File: src/rtl/mix_cols_pipe.sv
// AES MixColumns / InvMixColumns engine, COLS_PER_CYCLE columns per clock.
// Optional MIX_COLS_BYPASS_EN adds bypass_in for the unmixed final round.
module mix_cols_pipe #(
    parameter int COLS_PER_CYCLE = 1
) (
    input  logic         clk_in,
    input  logic         rst_n_in,
    input  logic         in_valid,
    output logic         in_ready,
    input  logic         inv_in,
    input  logic [127:0] block_in,
    output logic [127:0] result_out,
    output logic         out_valid,
    input  logic         out_ready,
    output logic         busy_out
`ifdef MIX_COLS_BYPASS_EN
    ,
    input  logic         bypass_in
`endif
);

    localparam int NUM_STEPS = (COLS_PER_CYCLE > 0) ? 4 / COLS_PER_CYCLE : 1;
    localparam int SW = $clog2(NUM_STEPS) + 1;
    localparam logic [SW-1:0] LAST = SW'(NUM_STEPS - 1);

    if (!(COLS_PER_CYCLE == 1 || COLS_PER_CYCLE == 2 || COLS_PER_CYCLE == 4)) begin : g_bad_cpc
        $error("mix_cols_pipe: COLS_PER_CYCLE must be 1, 2 or 4");
    end

    typedef enum logic [1:0] {IDLE, MIX, DONE} state_t;

    state_t        state;
    logic [127:0]  blk;
    logic [127:0]  acc;
    logic [127:0]  acc_nxt;
    logic [SW-1:0] step;
    logic          inv_q;
    logic          byp_q;
    logic          byp_sample;
    logic [1:0]    col;
    logic [7:0]    a [4];

`ifdef MIX_COLS_BYPASS_EN
    assign byp_sample = bypass_in;
`else
    assign byp_sample = 1'b0;
`endif

    function automatic logic [7:0] xt(input logic [7:0] b);
        return {b[6:0], 1'b0} ^ (b[7] ? 8'h1b : 8'h00);
    endfunction

    // Coefficients are at most 0x0e, so a 3-deep xtime chain covers them.
    function automatic logic [7:0] gmul(input logic [7:0] b, input logic [3:0] k);
        logic [7:0] b2;
        logic [7:0] b4;
        logic [7:0] b8;
        b2 = xt(b);
        b4 = xt(b2);
        b8 = xt(b4);
        return ({8{k[0]}} & b) ^ ({8{k[1]}} & b2) ^
               ({8{k[2]}} & b4) ^ ({8{k[3]}} & b8);
    endfunction

    always_comb begin
        acc_nxt = acc;
        col = '0;
        a = '{default: '0};
        for (int j = 0; j < COLS_PER_CYCLE; j++) begin
            col = 2'(int'(step) * COLS_PER_CYCLE + j);
            for (int r = 0; r < 4; r++) begin
                a[r] = blk[8*(4*r+int'(col)) +: 8];
            end
            for (int r = 0; r < 4; r++) begin
                if (inv_q) begin
                    acc_nxt[8*(4*r+int'(col)) +: 8] =
                        gmul(a[r], 4'he) ^ gmul(a[(r+1)%4], 4'hb) ^
                        gmul(a[(r+2)%4], 4'hd) ^ gmul(a[(r+3)%4], 4'h9);
                end else begin
                    acc_nxt[8*(4*r+int'(col)) +: 8] =
                        gmul(a[r], 4'h2) ^ gmul(a[(r+1)%4], 4'h3) ^
                        a[(r+2)%4] ^ a[(r+3)%4];
                end
            end
        end
    end

    always_ff @(posedge clk_in or negedge rst_n_in) begin
        if (!rst_n_in) begin
            state      <= IDLE;
            blk        <= '0;
            acc        <= '0;
            step       <= '0;
            inv_q      <= 1'b0;
            byp_q      <= 1'b0;
            result_out <= '0;
            out_valid  <= 1'b0;
        end else begin
            unique case (state)
                IDLE: begin
                    if (in_valid) begin
                        blk   <= block_in;
                        inv_q <= inv_in;
                        byp_q <= byp_sample;
                        acc   <= '0;
                        step  <= '0;
                        state <= MIX;
                    end
                end
                MIX: begin
                    acc <= acc_nxt;
                    if (step == LAST) begin
                        result_out <= byp_q ? blk : acc_nxt;
                        out_valid  <= 1'b1;
                        step       <= '0;
                        state      <= DONE;
                    end else begin
                        step <= step + 1'b1;
                    end
                end
                DONE: begin
                    if (out_ready) begin
                        out_valid <= 1'b0;
                        state     <= IDLE;
                    end
                end
                default: state <= IDLE;
            endcase
        end
    end

    assign in_ready = (state == IDLE);
    assign busy_out = (state != IDLE);

endmodule

File: config.mk
export PLATFORM = sky130hd
export DESIGN_NAME = mix_cols_pipe
export DESIGN_NICKNAME = d
export VERILOG_FILES = /design/src/rtl/mix_cols_pipe.sv
export SDC_FILE = /design/constraint.sdc
export NUM_CORES = 1
export LEC_CHECK = 0
export CAP_MARGIN = 5
export CELL_PAD_IN_SITES_DETAIL_PLACEMENT = 1
export CELL_PAD_IN_SITES_GLOBAL_PLACEMENT = 1
export CORE_MARGIN = 2
export CORE_UTILIZATION = 47
export DETAILED_ROUTE_END_ITERATION = 8
export GPL_ROUTABILITY_DRIVEN = 1
export PLACE_DENSITY_LB_ADDON = 0.1
export SKIP_LAST_GASP = 1
export SYNTH_ARGS = -nofsm -noshare
export SYNTH_HDL_FRONTEND = slang
export SYNTH_SLANG_ARGS = --single-unit
File: constraint.sdc
create_clock -name clk_in -period 8.3 [get_ports clk_in]
set_input_delay 1.66 -clock clk_in [delete_from_list [all_inputs] [get_ports clk_in]]
set_output_delay 1.66 -clock clk_in [all_outputs]
set_load 0.03 [all_outputs]
==> results of run 1 <==
per-layer routing:
metal | wire length, um | vias to the layer above | global-route usage
met5 | 0 | - | 0
met4 | 3880 | 0 | 0.166
met3 | 4440 | 193 | 0.0480
met2 | 37100 | 695 | 0.570
met1 | 28600 | 8932 | 0.411
li1 | - | 7604 | -
through the flow:
| step | hold slack (ps) | worst slack, ps |
|---|---|---|
| finish | 469 | 2910 |
| global placement | 450 | 3220 |
| floorplan | 437 | 4660 |
| detailed placement | 457 | 3060 |
| CTS | 473 | 3000 |
| global route | 492 | 2640 |
sequential cells by signal, indices dropped and copies added, names as in the netlist:
register / flops
acc: 128
step: 3
inv_q: 1
state: 2
blk: 128
result_out: 128
out_valid: 1
cell usage in the layout (no fill, tap or decap), types with 7 or more instances in the layout:
cell             Yosys  routed
mux4_1               9       9
nand3_1             23      23
dfrtp_1            391     390
xnor2_1            130     125
a22oi_1             46      46
a2bb2oi_1            9       9
o22ai_1             14      14
nand2b_1             7       7
clkinv_2             0      10
xor2_1              48      48
o2bb2ai_1           14      14
o21ai_1             10      10
mux4_2              23      23
a221o_1             12      12
o21ai_0            129     129
mux2i_1              8       8
xnor3_1             26      26
a221oi_1            45      45
clkdlybuf4s50_1      0     262
buf_4                3      40
clkbuf_16            0      44
inv_1               18      18
nor2_1             160     157
ha_1                 8       8
nand2_1            587     585
xnor2_2             13      18
clkbuf_1           119       7
o221ai_1            18      18
a222oi_1             9       9
a21oi_1             48      48
o31ai_1             11      11
a22o_1              50      50
cells by family (layout without fill, tap and decap cells):
kind of cell | after synthesis | in the layout
compound gates | 453 | 453
xor+xnor | 228 | 228
fa+ha+maj | 8 | 8
buf+inv | 170 | 401
flops | 391 | 391
mux | 40 | 40
simple gates | 805 | 805
worst max-delay path by stage:
stage | endpoint | slack [ps]
2_1_floorplan | acc[31] | 4660
3_3_place_gp | acc[61] | 3220
3_5_place_dp | result_out[73] | 3060
4_1_cts | result_out[73] | 3000
5_1_grt | result_out[89] | 2640
6_report | result_out[73] | 2910
area by class of cell:
type                       count  share of cell area
timing repair buffer         305               0.119
tap                          585              0.0293
sequential                   391               0.392
multi-input combinational   1534               0.398
inverter                      19             0.00286
clock inverter                20             0.00953
clock buffer                  57              0.0485
worst max-delay path: cells and delay by family, from the launching register on:
kind            cells  cell delay [ps]
xor+xnor            4             2460
mux                 1              850
compound gates      4              840
buf+inv             1              590
flops               1              510
==> metrics, run 1 <==
synth cell count leaders nand2_1, dfrtp_1, nor2_1; dpl cells 2833; chip width around 210 um; Layout Nets approximately 2400; Worst Setup SP step[0]; Hold Startpoint blk[78]; Vert. Die Dim between 200 and 250 um; Netlist Area Pre-Place a little over 20000 um2; Area Growth Syn to Fin 22.5%; Most common cell on crit path xnor2_1; gr ovfl total 0; Hold Path Depth 2; Vias 17424; setup tns final 0 ps; drt wl/cell 25.4 um; worst path required time 8820 ps; final WL 74.0 mm; GRT Resource Usage Total 0.332; DR pass1 iterations 6; max_slew headroom 0.0644; XOR/XNOR Fraction of Synth Area 0.129; number of global-route vias before repair 18330; Top FF cell, synth dfrtp_1; final instance count without filler cells roughly 2900; Vias per Instance 5.99; hpwl dp 51.4 mm; Netlist cell types between 60 and 70; Max Cap Viol 0; dominant cell by count in the synthesized netlist nand2_1; io pins 264; Crit Path Category reg2reg; FMAX between 0.15 and 0.2 GHz; initial core utilization 0.475; Cell Area, Placed 23500 um2; crit share post-route 0.649; Synth warnings 0; CTS tree done; Post CTS Setup Buffer Count 0; R2R setup slack 2910 ps; Synth top area share 0.480; top post-synthesis cells by area dfrtp_1, nand2_1, xnor2_1, o21ai_0, nor2_1; largest family of logic cells by synthesized area compound AO/OA/AOI/OAI gates; Synth Area in Compound Gates 0.156; worst flop-to-flop path endpoint result_out[73]; Final Hold Fails 0; worst skew pair latency 620 ps; CP cell instances buf_4 > mux4_1 > xnor2_1 > xnor3_1 > xor2_1 > a21oi_1 > xnor2_1 > a22oi_1 > o22a_1 > o21ai_0; Avg Cell Area, Syn 9.73 um2; I/O Buffers 263; Hold WC Path Type reg2reg; ANT nets after route 0; Tmin final 5390 ps; clk buf depth 3; initial antenna violation count 0; Final Skew 39.9 ps; CTS Sinks 391; Seq/Total Area, Yosys 0.480; fin util 0.582; DRT iter0 DRCs roughly 1500; critical path capture point type register; worst-path fanout max 33; die area 45000 um2; Post-synth ARST share 1.00; Filler cells 4701; Synth Area in Simple Gates 0.154; Synth Area in Adders 0.00491; global-route wire length before repair 112 mm; CTS H-Tree Depth 2; reg2reg start step[0]; final instance area 25000 um2; CP max stage delay about 1100 ps; Slew @ Worst Pin between 1000 and 1500 ps; RSZ-0062 raised after global routing no; WP data arrival between 5000 and 6000 ps; Slew Viols, Final 0; Sequential Area 9790 um2; DR DRC count 0; Syn Nets roughly 2200; Row Count 76; TritonCTS buffer count 44; hold buffer count at CTS 0; Mapped Cells 2095; core area roughly 43000 um2; mux cell area share after synthesis 0.0410; critical path's slowest cell xnor2_1; largest net degree at the start of global routing 145; n_diodes 0; Reg2Reg Depth 10; startpoint types register; root buffer cell clkbuf_16; Synth area leader dfrtp_1; number of synthesized flops with an enable pin 0; share of layout cells above drive strength 1 0.0748; FF+latch count, synth 391; status completed; area of the multi-input gates 9940 um2; gpl congestion between 0.9 and 1; endpoints failing setup 0; worst hold path endpoint blk[78]; Resize count post-CTS 0; Reg clk slew, reported paths 60 ps
Power of run 1 is not shown: default switching activity piles up to over one toggle a cycle in this logic, so the estimate is an artifact.
==> inputs of run 2 (changes only) <==
--- a/config.mk
+++ b/config.mk
@@ -9,7 +9,7 @@
 export CELL_PAD_IN_SITES_DETAIL_PLACEMENT = 1
 export CELL_PAD_IN_SITES_GLOBAL_PLACEMENT = 1
 export CORE_MARGIN = 2
-export CORE_UTILIZATION = 47
+export CORE_UTILIZATION = 43
 export DETAILED_ROUTE_END_ITERATION = 8
 export GPL_ROUTABILITY_DRIVEN = 1
 export PLACE_DENSITY_LB_ADDON = 0.1
==> constraint.sdc (replaced) <==
create_clock -name clk_in -period 5.5 [get_ports clk_in]
set_input_delay 1.1 -clock clk_in [delete_from_list [all_inputs] [get_ports clk_in]]
set_output_delay 1.1 -clock clk_in [all_outputs]
set_load 0.03 [all_outputs]
==> run 2 against run 1 <==
The run now ends with design-rule violations left. Via count shrank 0.21%. Critical path depth is the same. Global-route usage shrank 2.7 points. First-iteration DRC count shrank 2.3%. Setup slack lost 2100 ps. Clock skew shrank 6.0 ps. Cell area grew 0.59%. Sequential share of layout area shrank 0.23 points. Non-clock buffer count grew 25.
==> metrics, run 2 (same netlist as run 1, synthesis figures left out) <==
largest registers acc: 128 flops, blk: 128 flops, result_out: 128 flops; CTS tree done; CTS Sinks 391 (unchanged); initial core utilization 0.437 (-0.0384); Final Hold Fails 0 (unchanged); startpoint types register; hpwl dp 52.9 mm (+2.9%); root buffer cell clkbuf_16; Hold Path Depth 2 (unchanged); Row Count 79 (+3.9%); WP data arrival 5210 ps (-700 ps); Hold WS 468 ps (-0.425 ps); worst-path fanout max 19 (-42%); met2 WL 36.7 mm (-1.0%); gr ovfl total 0 (unchanged); DR DRC count 11 (+11); initial antenna violation count 0 (unchanged); setup tns final 0 ps (unchanged); final WL 75.4 mm (+2.0%); fin util 0.538 (-0.0438); Post CTS Setup Buffer Count 0 (unchanged); GRT Resource Usage Total 0.305 (-0.0271); die area 49100 um2 (+9.1%); Layout Nets 2461 (+1.0%); max_slew headroom 0.243 (+0.179); chip width 222 um (+4.5%); met3 routed WL 4.45 mm (+0.27%); Vias 17387 (-0.21%); RSZ-0062 raised after global routing no; endpoints failing setup 0 (unchanged); Vert. Die Dim 222 um (+4.5%); Cell Area, Placed 23700 um2 (+1.0%); worst skew pair latency 590 ps (-30 ps); Resize count post-CTS 0 (unchanged); share of layout cells above drive strength 1 0.0838 (+0.00899); gpl congestion 0.896 (-7.7%); FMAX 0.211 GHz (+14%); Crit Path Category reg2reg; status complete, but fails checks; failing checks design-rule violations; most frequent cells in the layout nand2_1, dfrtp_1, clkdlybuf4s50_1, nor2_1, o21ai_0; io pins 264 (unchanged); drt wl/cell 25.5 um (+0.35%); ANT nets after route 0 (unchanged); Reg2Reg Depth 10 (unchanged); Slew Viols, Final 0 (unchanged); n_diodes 0 (unchanged); clk buf depth 3 (unchanged); Reg clk slew, reported paths 60 ps (about the same); Max Cap Viol 0 (unchanged); global-route wire length before repair 115 mm (+2.5%); final instance area 25100 um2 (+0.59%); hold buffer count at CTS 0 (unchanged); Final Skew 33.9 ps (-5.97 ps); TritonCTS buffer count 44 (unchanged); Post-Route M1 WL 30.7 mm (+7.6%); Slew @ Worst Pin 1140 ps (-258 ps); core area 46700 um2 (+8.8%); Vias per Instance 5.88 (-1.8%); DR pass1 iterations 9 (+3); critical path capture point type register; worst path required time 5980 ps (-2840 ps); DRT iter0 DRCs 1439 (-2.3%); Tmin final 4730 ps (-656 ps); Hold WC Path Type reg2reg; Area Growth Syn to Fin 23.2%; crit share post-route 0.861 (+0.211); Max Used Layer met4; largest net degree at the start of global routing 119 (-18%); most common cell after layout, fill and taps aside nand2_1; number of global-route vias before repair 18493 (+0.89%); CTS H-Tree Depth 2 (unchanged); I/O Buffers 263 (unchanged)
## run 2: cell count changes in the layout (fill, tap and decap cells not counted), sizes merged
cell      previous run  this run
buf                 43        68
clkinv              12        11
clkinvlp             3         2
bufinv               4         0
clkbuf              57        63
## run 2: routing by layer
layer  vias up  track usage
li1       7654            -
met1      8901        0.392
met2       669        0.515
met3       163       0.0399
met4         0        0.141
met5         -            0
## run 2: worst paths after layout
kind	startpoint	to	slack, ps
worst max-delay path	step[0]	acc[52]	770
worst min-delay path	blk[116]	blk[116]	470
worst max register to register	step[0]	acc[52]	770
worst min register to register	blk[116]	blk[116]	470
max in group asynchronous	rst_n_in	blk[69]	3650
min in group asynchronous	rst_n_in	result_out[61]	600
## run 2: stage by stage
stage | worst slack [ps] | instances
global route | 547 | 2958
finish | 767 | 2958
CTS | 779 | 2958
detailed placement | 789 | 2881
global placement | 842 | 2881
floorplan | 1860 | 2095
## run 2: worst max-delay path, cell delays in order (launching register included)
cell and delay [ps]:
dfrtp_2 790, buf_4 380, mux4_1 850, xnor2_2 400
xnor3_1 460, xnor3_1 370, xnor2_1 330, a21o_1 530
a22o_1 220, o21ai_1 80, o21ai_0 190
## run 2: area by class of cell
cell class	count	area (um2)
fill	5174	21600
multi-input combinational	1534	9930
sequential	391	9790
timing repair buffer	330	3190
clock buffer	63	1260
tap	607	759
clock inverter	14	97.6
inverter	19	71.3
Power of run 2 is left out for the same reason.
